==> config.mk <==
export PLATFORM = sky130hd
export DESIGN_NAME = count_tracker
export DESIGN_NICKNAME = d
export VERILOG_FILES = /design/src/rtl/count_tracker.sv
export SDC_FILE = /design/constraint.sdc
export NUM_CORES = 1
export LEC_CHECK = 0
export CAP_MARGIN = 10
export CELL_PAD_IN_SITES_DETAIL_PLACEMENT = 0
export CELL_PAD_IN_SITES_GLOBAL_PLACEMENT = 1
export CORE_UTILIZATION = 40
export CTS_BUF_LIST = sky130_fd_sc_hd__clkbuf_4
export CTS_CLUSTER_SIZE = 12
export DETAILED_ROUTE_END_ITERATION = 12
export DONT_BUFFER_PORTS = 1
export GPL_TIMING_DRIVEN = 0
export PLACE_DENSITY = 0.74
export SKIP_CTS_REPAIR_TIMING = 1
export SLEW_MARGIN = 20
export SYNTH_ARGS = -nofsm -noshare
export SYNTH_HDL_FRONTEND = slang
export SYNTH_SLANG_ARGS = --single-unit
==> constraint.sdc <==
create_clock -name clk_i -period 5.4 [get_ports clk_i]
set_input_delay 1.35 -clock clk_i [delete_from_list [all_inputs] [get_ports clk_i]]
set_output_delay 1.35 -clock clk_i [all_outputs]
set_load 0.03 [all_outputs]
==> src/rtl/count_tracker.sv <==
// Receive-side tracker for a mod-MODULUS up/down count stream: recovers direction,
// flags steps, wraps, holds and illegal transitions, and keeps a saturating error tally.
//
// state    | meaning
// ---------+-----------------------------------------------------------------
// S_IDLE   | no trusted previous sample; waiting for an in-range value
// S_ACQ    | previous sample known; counting same-direction steps to lock
// S_LOCKED | LOCK_CNT clean steps seen; reversals allowed, errors drop lock
module count_tracker #(
   parameter int MODULUS  = 13,
   parameter int LOCK_CNT = 3,
   parameter int ERR_W    = 8
) (
   input  logic             clk_i,
   input  logic             rst_n_i,
   input  logic             sample_en_i,
   input  logic [3:0]       count_in_i,
   input  logic             clr_err_i,
   output logic             dir_o,
   output logic             dir_valid_o,
   output logic             locked_o,
   output logic             step_o,
   output logic             wrap_o,
   output logic             hold_o,
   output logic             err_o,
   output logic [ERR_W-1:0] err_cnt_o
);

   typedef enum logic [1:0] {
      S_IDLE   = 2'd0,
      S_ACQ    = 2'd1,
      S_LOCKED = 2'd2
   } state_t;

   localparam logic [4:0]       MOD5     = 5'(MODULUS);
   localparam logic [4:0]       MAX5     = 5'(MODULUS - 1);
   localparam logic [3:0]       LOCK4    = 4'(LOCK_CNT);
   localparam logic [ERR_W-1:0] ERR_SAT  = '1;

   state_t           state_q, state_d;
   logic [3:0]       prev_q, prev_d;
   logic             prev_ok_q, prev_ok_d;
   logic [3:0]       run_q, run_d;
   logic             dir_q, dir_d;
   logic             dir_valid_q, dir_valid_d;
   logic             step_q, step_d;
   logic             wrap_q, wrap_d;
   logic             hold_q, hold_d;
   logic             err_q, err_d;
   logic [ERR_W-1:0] err_cnt_q, err_cnt_d;

   // Classification against the previous sample, widened so MODULUS = 16 compares cleanly
   logic [4:0] s5, p5;
   logic       range_err, up_lin, up_wrap, dn_lin, dn_wrap;
   logic       is_up, is_dn, is_step, is_hold, wrap_ev;
   logic [3:0] run_nx;
   logic       err_ev;

   always_comb begin
      s5        = {1'b0, count_in_i};
      p5        = {1'b0, prev_q};
      range_err = (s5 >= MOD5);
      up_lin    = (p5 != MAX5) && (s5 == p5 + 5'd1);
      up_wrap   = (p5 == MAX5) && (s5 == 5'd0);
      dn_lin    = (p5 != 5'd0) && (s5 == p5 - 5'd1);
      dn_wrap   = (p5 == 5'd0) && (s5 == MAX5);
      is_up     = up_lin | up_wrap;
      is_dn     = ~is_up & (dn_lin | dn_wrap);
      is_step   = is_up | is_dn;
      is_hold   = (s5 == p5);
      wrap_ev   = up_wrap | (is_dn & dn_wrap);
      // First step after resync or same direction extends the run; a reversal restarts it
      if (!dir_valid_q || (is_up == dir_q)) begin
         run_nx = run_q + 4'd1;
      end else begin
         run_nx = 4'd1;
      end
   end

   always_comb begin
      state_d     = state_q;
      prev_d      = prev_q;
      prev_ok_d   = prev_ok_q;
      run_d       = run_q;
      dir_d       = dir_q;
      dir_valid_d = dir_valid_q;
      step_d      = 1'b0;
      wrap_d      = 1'b0;
      hold_d      = 1'b0;
      err_ev      = 1'b0;

      if (sample_en_i) begin
         if (range_err) begin
            err_ev = 1'b1;
            if (state_q != S_IDLE) begin
               state_d     = S_IDLE;
               prev_ok_d   = 1'b0;
               run_d       = 4'd0;
               dir_valid_d = 1'b0;
            end
         end else if (!prev_ok_q || state_q == S_IDLE) begin
            prev_d    = count_in_i;
            prev_ok_d = 1'b1;
            run_d     = 4'd0;
            state_d   = S_ACQ;
         end else begin
            prev_d = count_in_i;
            if (is_step) begin
               step_d      = 1'b1;
               wrap_d      = wrap_ev;
               dir_d       = is_up;
               dir_valid_d = 1'b1;
               if (state_q == S_ACQ) begin
                  run_d = run_nx;
                  if (run_nx >= LOCK4) begin
                     state_d = S_LOCKED;
                  end
               end
            end else if (is_hold) begin
               hold_d = 1'b1;
            end else begin
               err_ev      = 1'b1;
               run_d       = 4'd0;
               dir_valid_d = 1'b0;
               state_d     = S_ACQ;
            end
         end
      end

      err_d = err_ev;
      if (err_ev) begin
         if (clr_err_i) begin
            err_cnt_d = {{(ERR_W-1){1'b0}}, 1'b1};
         end else if (err_cnt_q == ERR_SAT) begin
            err_cnt_d = err_cnt_q;
         end else begin
            err_cnt_d = err_cnt_q + {{(ERR_W-1){1'b0}}, 1'b1};
         end
      end else if (clr_err_i) begin
         err_cnt_d = '0;
      end else begin
         err_cnt_d = err_cnt_q;
      end
   end

   always_ff @(posedge clk_i) begin
      if (!rst_n_i) begin
         state_q     <= S_IDLE;
         prev_q      <= 4'd0;
         prev_ok_q   <= 1'b0;
         run_q       <= 4'd0;
         dir_q       <= 1'b0;
         dir_valid_q <= 1'b0;
         step_q      <= 1'b0;
         wrap_q      <= 1'b0;
         hold_q      <= 1'b0;
         err_q       <= 1'b0;
         err_cnt_q   <= '0;
      end else begin
         state_q     <= state_d;
         prev_q      <= prev_d;
         prev_ok_q   <= prev_ok_d;
         run_q       <= run_d;
         dir_q       <= dir_d;
         dir_valid_q <= dir_valid_d;
         step_q      <= step_d;
         wrap_q      <= wrap_d;
         hold_q      <= hold_d;
         err_q       <= err_d;
         err_cnt_q   <= err_cnt_d;
      end
   end

   assign dir_o       = dir_q;
   assign dir_valid_o = dir_valid_q;
   assign locked_o    = (state_q == S_LOCKED);
   assign step_o      = step_q;
   assign wrap_o      = wrap_q;
   assign hold_o      = hold_q;
   assign err_o       = err_q;
   assign err_cnt_o   = err_cnt_q;

endmodule

==> flow_metrics.env, run 1 <==
export IMPL_syn2layout_area_growth_pct=6.029
export IMPL_async_flop_share=0
export IMPL_run_status="complete, no violations"
export IMPL_first_pass_iters=4
export IMPL_clk_path_buf_depth=2
export IMPL_track_usage=0.1681
export IMPL_drive_above_1_share=0.1176
export IMPL_synth_compound_area_share=0.2222
export IMPL_initial_utilization=0.4253
export IMPL_reg2regPathDepth=9
export IMPL_timing_hold_ws_ns=0.5069
export IMPL_cts_sinks=25
export IMPL_clk_latency_ns=0.31
export IMPL_synthAdderAreaFrac=0.04307
export IMPL_ys_flop_type="dfxtp_1"
export IMPL_coreArea_um2=3416
export IMPL_netlist_top_cells_area="dfxtp_1 34%, xor2_1 5.4%, a21oi_1 4.8%"
export IMPL_timing_final_ws_setup_ns=2.409
export IMPL_r2r_slack_ns=2.60
export IMPL_place_area_um2=1510
export IMPL_cts_inserted_buffers=3
export IMPL_start_kind="input pin"
export IMPL_hold_depth=2
export IMPL_arrival_ns=3.23
export IMPL_cts_tree="built"
export IMPL_grt_pass1_wl_um=5333
export IMPL_crit_slowest_cell="o31ai_4"
export IMPL_wl_um=3145
export IMPL_yosysUniqueCellTypes=45
export IMPL_synth_edf_count=0
export IMPL_ios=23
export IMPL_vias=1218
export IMPL_clockRootBuffer="clkbuf_4"
export IMPL_synth_xor_area_frac=0.09130
export IMPL_required_ns=5.64
export IMPL_clk_pin_slew_ns=0.12
export IMPL_synth_top_family_by_area="simple AND/OR/NAND/NOR gates"
export IMPL_path_cells="xor2_1 > nand3b_1 > o31ai_4 > o211ai_1 > a21oi_1 > or3b_1 > o211ai_1"
export IMPL_path_class="input pin to register"
export IMPL_r2r_end="run_q[2]"
export IMPL_nets=184
export IMPL_antenna_found_initial=0
export IMPL_cpMostUsedCell="o211ai_1"
export IMPL_grt_max_degree=14
export IMPL_std_cell_rows=21
export IMPL_synth_nets=179
export IMPL_synth_area_per_cell_um2=8.751
export IMPL_synth_top_area_frac=0.3445
export IMPL_synth_seq_cells=25
export IMPL_max_vdd_ir_drop_v=0.0001352
export IMPL_rsz0062_at_grt="no"
export IMPL_htreeDepth=1
export IMPL_grt_pass1_vias=1169
export IMPL_setup_viol=0
export IMPL_regToRegStartpoint="prev_q[0]"
export IMPL_synth_simple_gate_area_frac=0.2636
export IMPL_fin_crit_ns=2.991
export IMPL_min_delay_start="run_q[1]"
export IMPL_leakage_uw=0.0005196
export IMPL_port_buffers=0
export IMPL_place_ws_ns=2.075
export IMPL_ant_nets=0
export IMPL_worstHoldEndpoint="run_q[1]"
export IMPL_drv_cap=0
export IMPL_finish_utilization=0.4509
export IMPL_die_w_um=62.26
export IMPL_ys_top_cells_by_count="25 x dfxtp_1, 17 x nor2_1, 14 x a21oi_1, 12 x nand3_1"
export IMPL_drc=0
export IMPL_fillerInstances=355
export IMPL_hold_path_class="register to register"
export IMPL_power_density_nw_per_um2=216.9
export IMPL_fmaxAchievable_mhz=334.3
export IMPL_slew_headroom=0.5960
export IMPL_syn_instance_count=166
export IMPL_crit_fanout=6
export IMPL_stdcell_area_um2=1540
export IMPL_die_area_um2=3876
export IMPL_hold_viol=0
export IMPL_gr_total_overflow=0
export IMPL_worst_pin_slew_ns=0.6048
export IMPL_max_stage_delay_ns=0.45
export IMPL_antenna_cells=0
export IMPL_synth_most_common_cell="dfxtp_1"
export IMPL_yosysTopAreaCell="dfxtp_1"
export IMPL_yosysSeqAreaShare=0.3445
export IMPL_routed_via_density=5.639
export IMPL_fin_skew_ns=0.002054
export IMPL_gp_congestion=0.7610
export IMPL_synth_mux_area_frac=0.006891
export IMPL_finalMaxSlewViolations=0
export IMPL_netlist_area_um2=1453
export IMPL_period_share=0.5540
export IMPL_hpwl_um=2396
export IMPL_setup_tns_final_ns=0
export IMPL_die_y_um=62.26
export IMPL_drt_initial_drc_count=72
export IMPL_post_drt_wl_per_cell_um=14.56
export IMPL_ys_warn_count=0
export IMPL_endpoint_kind="register"
[cell families (layout without fill, tap and decap cells)]
family          count (synthesis)  in the layout
compound gates                 42             42
xor+xnor                       13             13
fa+ha+maj                       5              5
buf+inv                         9             13
flops                          25             25
mux                             1              1
simple gates                   71             71
[layout make-up]
class	count	area, µm²	area share
Buffer	3	18.77	0.01219
Clock buffer	4	30.03	0.01950
Sequential cell	25	500.5	0.3249
Tap cell	46	57.56	0.03737
Multi-Input combinational cell	132	910.9	0.5914
Inverter	6	22.52	0.01462
[critical path: cells and delay by family]
kind	cells	cell delay, ns
xor+xnor	1	0.22
simple gates	2	0.53
compound gates	4	1.14
[flip-flops by register name, indices dropped and copies added (netlist names)]
| signal | flops |
|---|---|
| dir_o | 1 |
| dir_valid_o | 1 |
| err_cnt_o | 8 |
| err_o | 1 |
| hold_o | 1 |
| prev_ok_q | 1 |
| prev_q | 4 |
| run_q | 4 |
| state_q | 2 |
| step_o | 1 |
| wrap_o | 1 |
[how the worst max path moves through the flow]
stage,startpoint,end,slack (ns),cells after the start
5_1_grt,count_in_i[0],run_q[2],2.25,7
4_1_cts,count_in_i[3],run_q[2],2.42,7
6_report,count_in_i[0],run_q[2],2.41,7
3_5_place_dp,count_in_i[3],run_q[2],2.07,7
2_1_floorplan,count_in_i[1],run_q[2],2.39,7
3_3_place_gp,count_in_i[3],run_q[2],2.07,7
[per-stage QoR]
stage                     total power, µW  cells
after floorplan                     242.3    166
after global placement              251.5    212
after detailed placement            252.5    212
after CTS                           340.7    216
after global routing                353.0    216
final                               334.2    216
[layer usage]
metal  global-route usage  up-vias  share of wire
li1                     -      621              -
met1               0.2200      559           0.47
met2               0.2720       36           0.45
met3              0.05699        2          0.070
met4              0.02616        0         0.0057
met5                    0        -              0
[cells in the final DEF, fill, tap and decap left out, types with 2 or more instances in the layout]
cell / netlist / routed
o21ai_0: 7 / 7
o211ai_1: 5 / 5
dfxtp_1: 25 / 25
or2_2: 3 / 3
nor2_1: 17 / 17
clkbuf_1: 2 / 2
nor3_1: 5 / 5
clkbuf_4: 0 / 4
nand3_1: 12 / 12
or3_1: 6 / 6
a21oi_1: 14 / 14
o221a_2: 3 / 3
nor2b_1: 2 / 2
nand4_1: 3 / 3
nand2_1: 9 / 9
nand4b_1: 2 / 2
inv_1: 6 / 6
ha_1: 5 / 5
nand2b_1: 3 / 3
xor2_1: 9 / 9
xnor2_1: 3 / 3
[power by group]
part / internal [µW] / leakage (µW) / switching [µW]
clock network: 33.8 / 0.0000184 / 51.3
registers: 189 / 0.000203 / 6.87
logic: 21.9 / 0.000298 / 31.6
total: 244 / 0.000520 / 89.8
Power figures use the tool's default switching activity.
==> inputs of run 2 (changes only) <==
PLACE_DENSITY = 0.77   (was 0.74)
clock period = 2.7 ns   (was 5.4 ns; I/O delays follow)
==> flow_metrics.env, run 2 (synthesis gave the netlist of run 1 again) <==
export IMPL_use_met2=0.2926
export IMPL_post_drt_wl_per_cell_um=13.65
export IMPL_cpMostUsedCell="o211ai_1"
export IMPL_vias=1217
export IMPL_worst_pin_slew_ns=0.5651
export IMPL_htreeDepth=1
export IMPL_grt_max_degree=15
export IMPL_required_ns=2.94
export IMPL_fillerInstances=340
export IMPL_pwr_share_comb=0.163
export IMPL_path_cells="inv_1 > ha_1 > xor2_1 > nand3b_1 > o31ai_4 > o211ai_1 > a21oi_2 > or3b_1 > o211ai_1"
export IMPL_clkPwrFrac=0.245
export IMPL_clk_path_buf_depth=2
export IMPL_cp_buffers_inverters=1
export IMPL_endpoint_kind="register"
export IMPL_cts_tree="built"
export IMPL_mostFrequentLayoutCells="25 x dfxtp_1, 17 x nor2_1, 13 x a21oi_1, 12 x nand3_1"
export IMPL_grt_pass1_vias=1166
export IMPL_start_kind="register"
export IMPL_antenna_cells=0
export IMPL_grt_busiest_layer="met2"
export IMPL_initial_utilization=0.4253
export IMPL_hold_path_class="input pin to register"
export IMPL_coreArea_um2=3416
export IMPL_drive_above_1_share=0.1387
export IMPL_port_buffers=0
export IMPL_finish_utilization=0.4612
export IMPL_cts_sinks=25
export IMPL_clk_latency_ns=0.31
export IMPL_grt_pass1_wl_um=4961
export IMPL_drt_initial_drc_count=56
export IMPL_drv_cap=0
export IMPL_fin_crit_ns=2.532
export IMPL_crit_slowest_cell="dfxtp_1"
export IMPL_p_int_uw=477.8
export IMPL_slew_headroom=0.6225
export IMPL_path_class="register to register"
export IMPL_ios=23
export IMPL_nets=187
export IMPL_period_share=0.9376
export IMPL_arrival_ns=2.77
export IMPL_max_vdd_ir_drop_v=0.0002358
export IMPL_hold_viol=0
export IMPL_gp_congestion=0.8376
export IMPL_syn2layout_area_growth_pct=8.441
export IMPL_timing_hold_ws_ns=0.4926
export IMPL_grt_util_met1=0.1721
export IMPL_grtUsageMet3=0.05882
export IMPL_antenna_found_initial=0
export IMPL_clockRootBuffer="clkbuf_4"
export IMPL_setup_viol=0
export IMPL_first_pass_iters=4
export IMPL_std_cell_rows=21
export IMPL_pwr_share_seq=0.592
export IMPL_largest_reg_flops=8
export IMPL_fmaxAchievable_mhz=395.0
export IMPL_stdcell_area_um2=1575
export IMPL_wl_um=2990
export IMPL_instances_no_fill=219
export IMPL_power_uw=661.0
export IMPL_die_area_um2=3876
export IMPL_gr_total_overflow=0
export IMPL_cts_inserted_buffers=3
export IMPL_track_usage=0.1591
export IMPL_crit_fanout=5
export IMPL_fin_skew_ns=0.008285
export IMPL_ant_nets=0
export IMPL_final_common_cell="dfxtp_1"
export IMPL_run_status="complete, no violations"
export IMPL_hpwl_um=2342
export IMPL_crit_family="compound AO/OA/AOI/OAI gates"
export IMPL_r2r_slack_ns=0.17
export IMPL_leakage_uw=0.0005314
export IMPL_place_area_um2=1510
export IMPL_power_switching_uw=183.2
export IMPL_drc=0
export IMPL_power_density_nw_per_um2=419.6
export IMPL_finalMaxSlewViolations=0
export IMPL_die_y_um=62.26
export IMPL_routed_via_density=5.557
export IMPL_die_w_um=62.26
export IMPL_max_stage_delay_ns=0.43
export IMPL_clk_pin_slew_ns=0.13
export IMPL_swShare=0.2771
export IMPL_placedCellCount=212
==> run 2: cell count changes in the layout (fill, tap and decap cells not counted) <==
| cell | change |
|---|---|
| clkinv_2 | +1 |
| o2111ai_4 | +1 |
| a21oi_1 | -1 |
| o2111ai_2 | -1 |
| clkbuf_4 | -1 |
| a21oi_2 | +1 |
| buf_4 | +3 |
==> run 2: path summary, 6_finish.rpt <==
path                               startpoint        end  cells past startpoint
worst min-delay path            count_in_i[0]  prev_q[0]                      2
worst max register to register      prev_q[0]   run_q[2]                      9
worst min register to register       run_q[1]   run_q[1]                      2
worst max-delay path                prev_q[0]   run_q[2]                      9
==> run 2: through the flow <==
| step | TNS, ns | setup slack, ns |
|---|---|---|
| after floorplan | 0 | 0.2901 |
| after global placement | -0.03387 | -0.03387 |
| after detailed placement | -0.03435 | -0.03435 |
| after CTS | -0.09705 | -0.09705 |
| after global routing | -0.0007745 | -0.0007745 |
| final | 0 | 0.1685 |
==> run 2: routing by layer <==
layer / vias to the layer above / part of all wire
met1: 567 / 0.46
met2: 26 / 0.49
li1: 622 / -
met4: 0 / 0.0060
met3: 2 / 0.049
met5: - / 0
==> run 2: worst register-to-register path, cell delays in order (launching register included) <==
cell      delay, ns
dfxtp_1        0.43
inv_1          0.10
ha_1           0.31
xor2_1         0.15
nand3b_1       0.20
o31ai_4        0.34
o211ai_1       0.24
a21oi_2        0.21
or3b_1         0.36
o211ai_1       0.11
==> run 2: area by class of cell <==
class | count | area (µm²) | area share
plain buffers | 3 | 18.77 | 0.01191
clock buffers | 3 | 22.52 | 0.01430
clock inverters | 1 | 5.005 | 0.003177
inverters | 6 | 22.52 | 0.01430
multi-input cells | 132 | 925.9 | 0.5878
flip-flops and latches | 25 | 500.5 | 0.3177
well taps | 46 | 57.56 | 0.03654
repair buffers | 3 | 22.52 | 0.01430
==> run 2: power by group through the flow <==
| stage | combinational [µW] | clock, µW | sequential, µW |
|---|---|---|---|
| floorplan | 88.2 | 0 | 396 |
| global placement | 103 | 0 | 399 |
| detailed placement | 105 | 0 | 399 |
| CTS | 105 | 173 | 391 |
| global route | 119 | 189 | 393 |
| finish | 108 | 162 | 391 |
==> inputs of run 3 (changes only) <==
--- a/config.mk
+++ b/config.mk
@@ -7,2 +7,3 @@
 export LEC_CHECK = 0
+export ABC_CLOCK_PERIOD_IN_PS = 2700
 export CAP_MARGIN = 10
@@ -10,2 +11,3 @@
 export CELL_PAD_IN_SITES_GLOBAL_PLACEMENT = 1
+export CORE_ASPECT_RATIO = 0.75
 export CORE_UTILIZATION = 40
==> constraint.sdc (replaced) <==
create_clock -name clk_i -period 2.7 [get_ports clk_i]
set_input_delay 0.54 -clock clk_i [delete_from_list [all_inputs] [get_ports clk_i]]
set_output_delay 0.54 -clock clk_i [all_outputs]
set_load 0.03 [all_outputs]
==> flow_metrics.env, run 3 (synthesis gave the netlist of run 1 again) <==
export IMPL_cts_inserted_buffers=3
export IMPL_finish_utilization=0.4600
export IMPL_drc=0
export IMPL_clockRootBuffer="clkbuf_4"
export IMPL_path_class="register to register"
export IMPL_coreArea_um2=3378
export IMPL_hold_depth=2
export IMPL_vias=1226
export IMPL_reg2regPathDepth=10
export IMPL_rsz0062_at_grt="no"
export IMPL_worstHoldEndpoint="prev_q[1]"
export IMPL_fin_skew_ns=0.003698
export IMPL_endpoint_kind="register"
export IMPL_drv_cap=0
export IMPL_max_vdd_ir_drop_v=0.0002126
export IMPL_fin_crit_ns=2.526
export IMPL_hpwl_um=2398
export IMPL_hold_viol=0
export IMPL_drt_initial_drc_count=61
export IMPL_wl_met2_um=1219
export IMPL_port_buffers=0
export IMPL_nets=186
export IMPL_final_common_cell="dfxtp_1"
export IMPL_wl_um=3140
export IMPL_grt_pass1_wl_um=5402
export IMPL_largest_reg_flops=8
export IMPL_ios=23
export IMPL_crit_start="prev_q[0]"
export IMPL_power_density_nw_per_um2=430.1
export IMPL_ant_nets=0
export IMPL_period_share=0.9356
export IMPL_gr_total_overflow=0
export IMPL_post_drt_wl_per_cell_um=14.81
export IMPL_drive_above_1_share=0.1512
export IMPL_die_area_um2=3879
export IMPL_gp_congestion=0.8473
export IMPL_std_cell_rows=18
export IMPL_leakage_uw=0.0005311
export IMPL_first_pass_iters=4
export IMPL_multi_input_area_um2=917.1
export IMPL_die_w_um=71.59
export IMPL_r2r_end="state_q[1]"
export IMPL_m1WireLength_um=1731
export IMPL_regToRegStartpoint="prev_q[0]"
export IMPL_fmaxAchievable_mhz=395.9
export IMPL_fillerInstances=342
export IMPL_wl_met3_um=176
export IMPL_grt_max_degree=15
export IMPL_finalMaxSlewViolations=0
export IMPL_timing_hold_ws_ns=0.3557
export IMPL_final_seq_area_um2=503.0
export IMPL_syn2layout_area_growth_pct=6.977
export IMPL_clk_latency_ns=0.32
export IMPL_hold_path_class="input pin to register"
export IMPL_antenna_found_initial=0
export IMPL_clk_pin_slew_ns=0.13
export IMPL_die_y_um=54.19
export IMPL_maxUsedRoutingLayer="met4"
export IMPL_htreeDepth=1
export IMPL_antenna_cells=0
export IMPL_worst_pin_slew_ns=0.5893
export IMPL_grt_pass1_vias=1117
export IMPL_min_delay_start="count_in_i[1]"
export IMPL_required_ns=2.92
export IMPL_run_status="complete, no violations"
export IMPL_crit_fanout=5
export IMPL_r2r_slack_ns=0.17
export IMPL_cts_sinks=25
export IMPL_slew_headroom=0.6063
export IMPL_initial_utilization=0.4300
export IMPL_power_uw=668.3
export IMPL_clk_path_buf_depth=2
export IMPL_start_kind="register"
export IMPL_track_usage=0.1820
export IMPL_setup_viol=0
export IMPL_arrival_ns=2.75
export IMPL_mostFrequentLayoutCells="23 x dfxtp_1, 16 x nor2_1, 13 x a21oi_1, 12 x nand3_1"
export IMPL_routed_via_density=5.783
export IMPL_cts_tree="built"
run 3: changes by cell type in the layout (fill, tap and decap cells not counted), sizes merged:
cell	delta
buf	-1
run 3: how the worst max path moves through the flow:
| stage | end | slack (ns) | depth (start not counted) |
|---|---|---|---|
| finish | state_q[1] | 0.17 | 10 |
| global route | state_q[1] | 0.05 | 10 |
| CTS | run_q[2] | -0.11 | 9 |
| detailed placement | run_q[2] | -0.08 | 9 |
| global placement | run_q[2] | -0.06 | 9 |
| floorplan | run_q[2] | 0.29 | 9 |
run 3: worst max-delay path, cell delays in order (launching register included):
cell and delay, ns:
dfxtp_2 0.39, inv_1 0.08, ha_1 0.31, xor2_1 0.16, nand3b_1 0.21, o31ai_4 0.29
buf_4 0.19, xor2_1 0.27, a21oi_1 0.13, nor2b_1 0.15, o221a_2 0.25
run 3: report_power, final:
part	internal, µW	leakage (µW)	switching, µW
logic	46.7	0.000310	64.8
registers	378	0.000204	14.0
clock network	55.5	0.0000177	110
run 3: metal layers:
layer,GRT usage,up-vias
met1,0.2652,572
met5,0,-
li1,-,627
met3,0.05243,2
met4,0.02941,0
met2,0.2698,25
run 3: through the flow:
stage,setup TNS (ns),worst slack (ns),instances,instance area (µm²)
after floorplan,0,0.2901,166,1453
after global placement,-0.06374,-0.06374,206,1503
after detailed placement,-0.07726,-0.07505,206,1503
after CTS,-0.1537,-0.1055,210,1530
after global routing,0,0.04851,212,1554
final,0,0.1740,212,1554
run 3: final cells by class:
cell class	count	area share
Clock buffer	3	0.01449
Inverter	6	0.01449
Multi-Input combinational cell	132	0.5902
Clock inverter	1	0.003221
Buffer	3	0.01208
Sequential cell	25	0.3237
Timing Repair Buffer	2	0.009662
Tap cell	40	0.03221
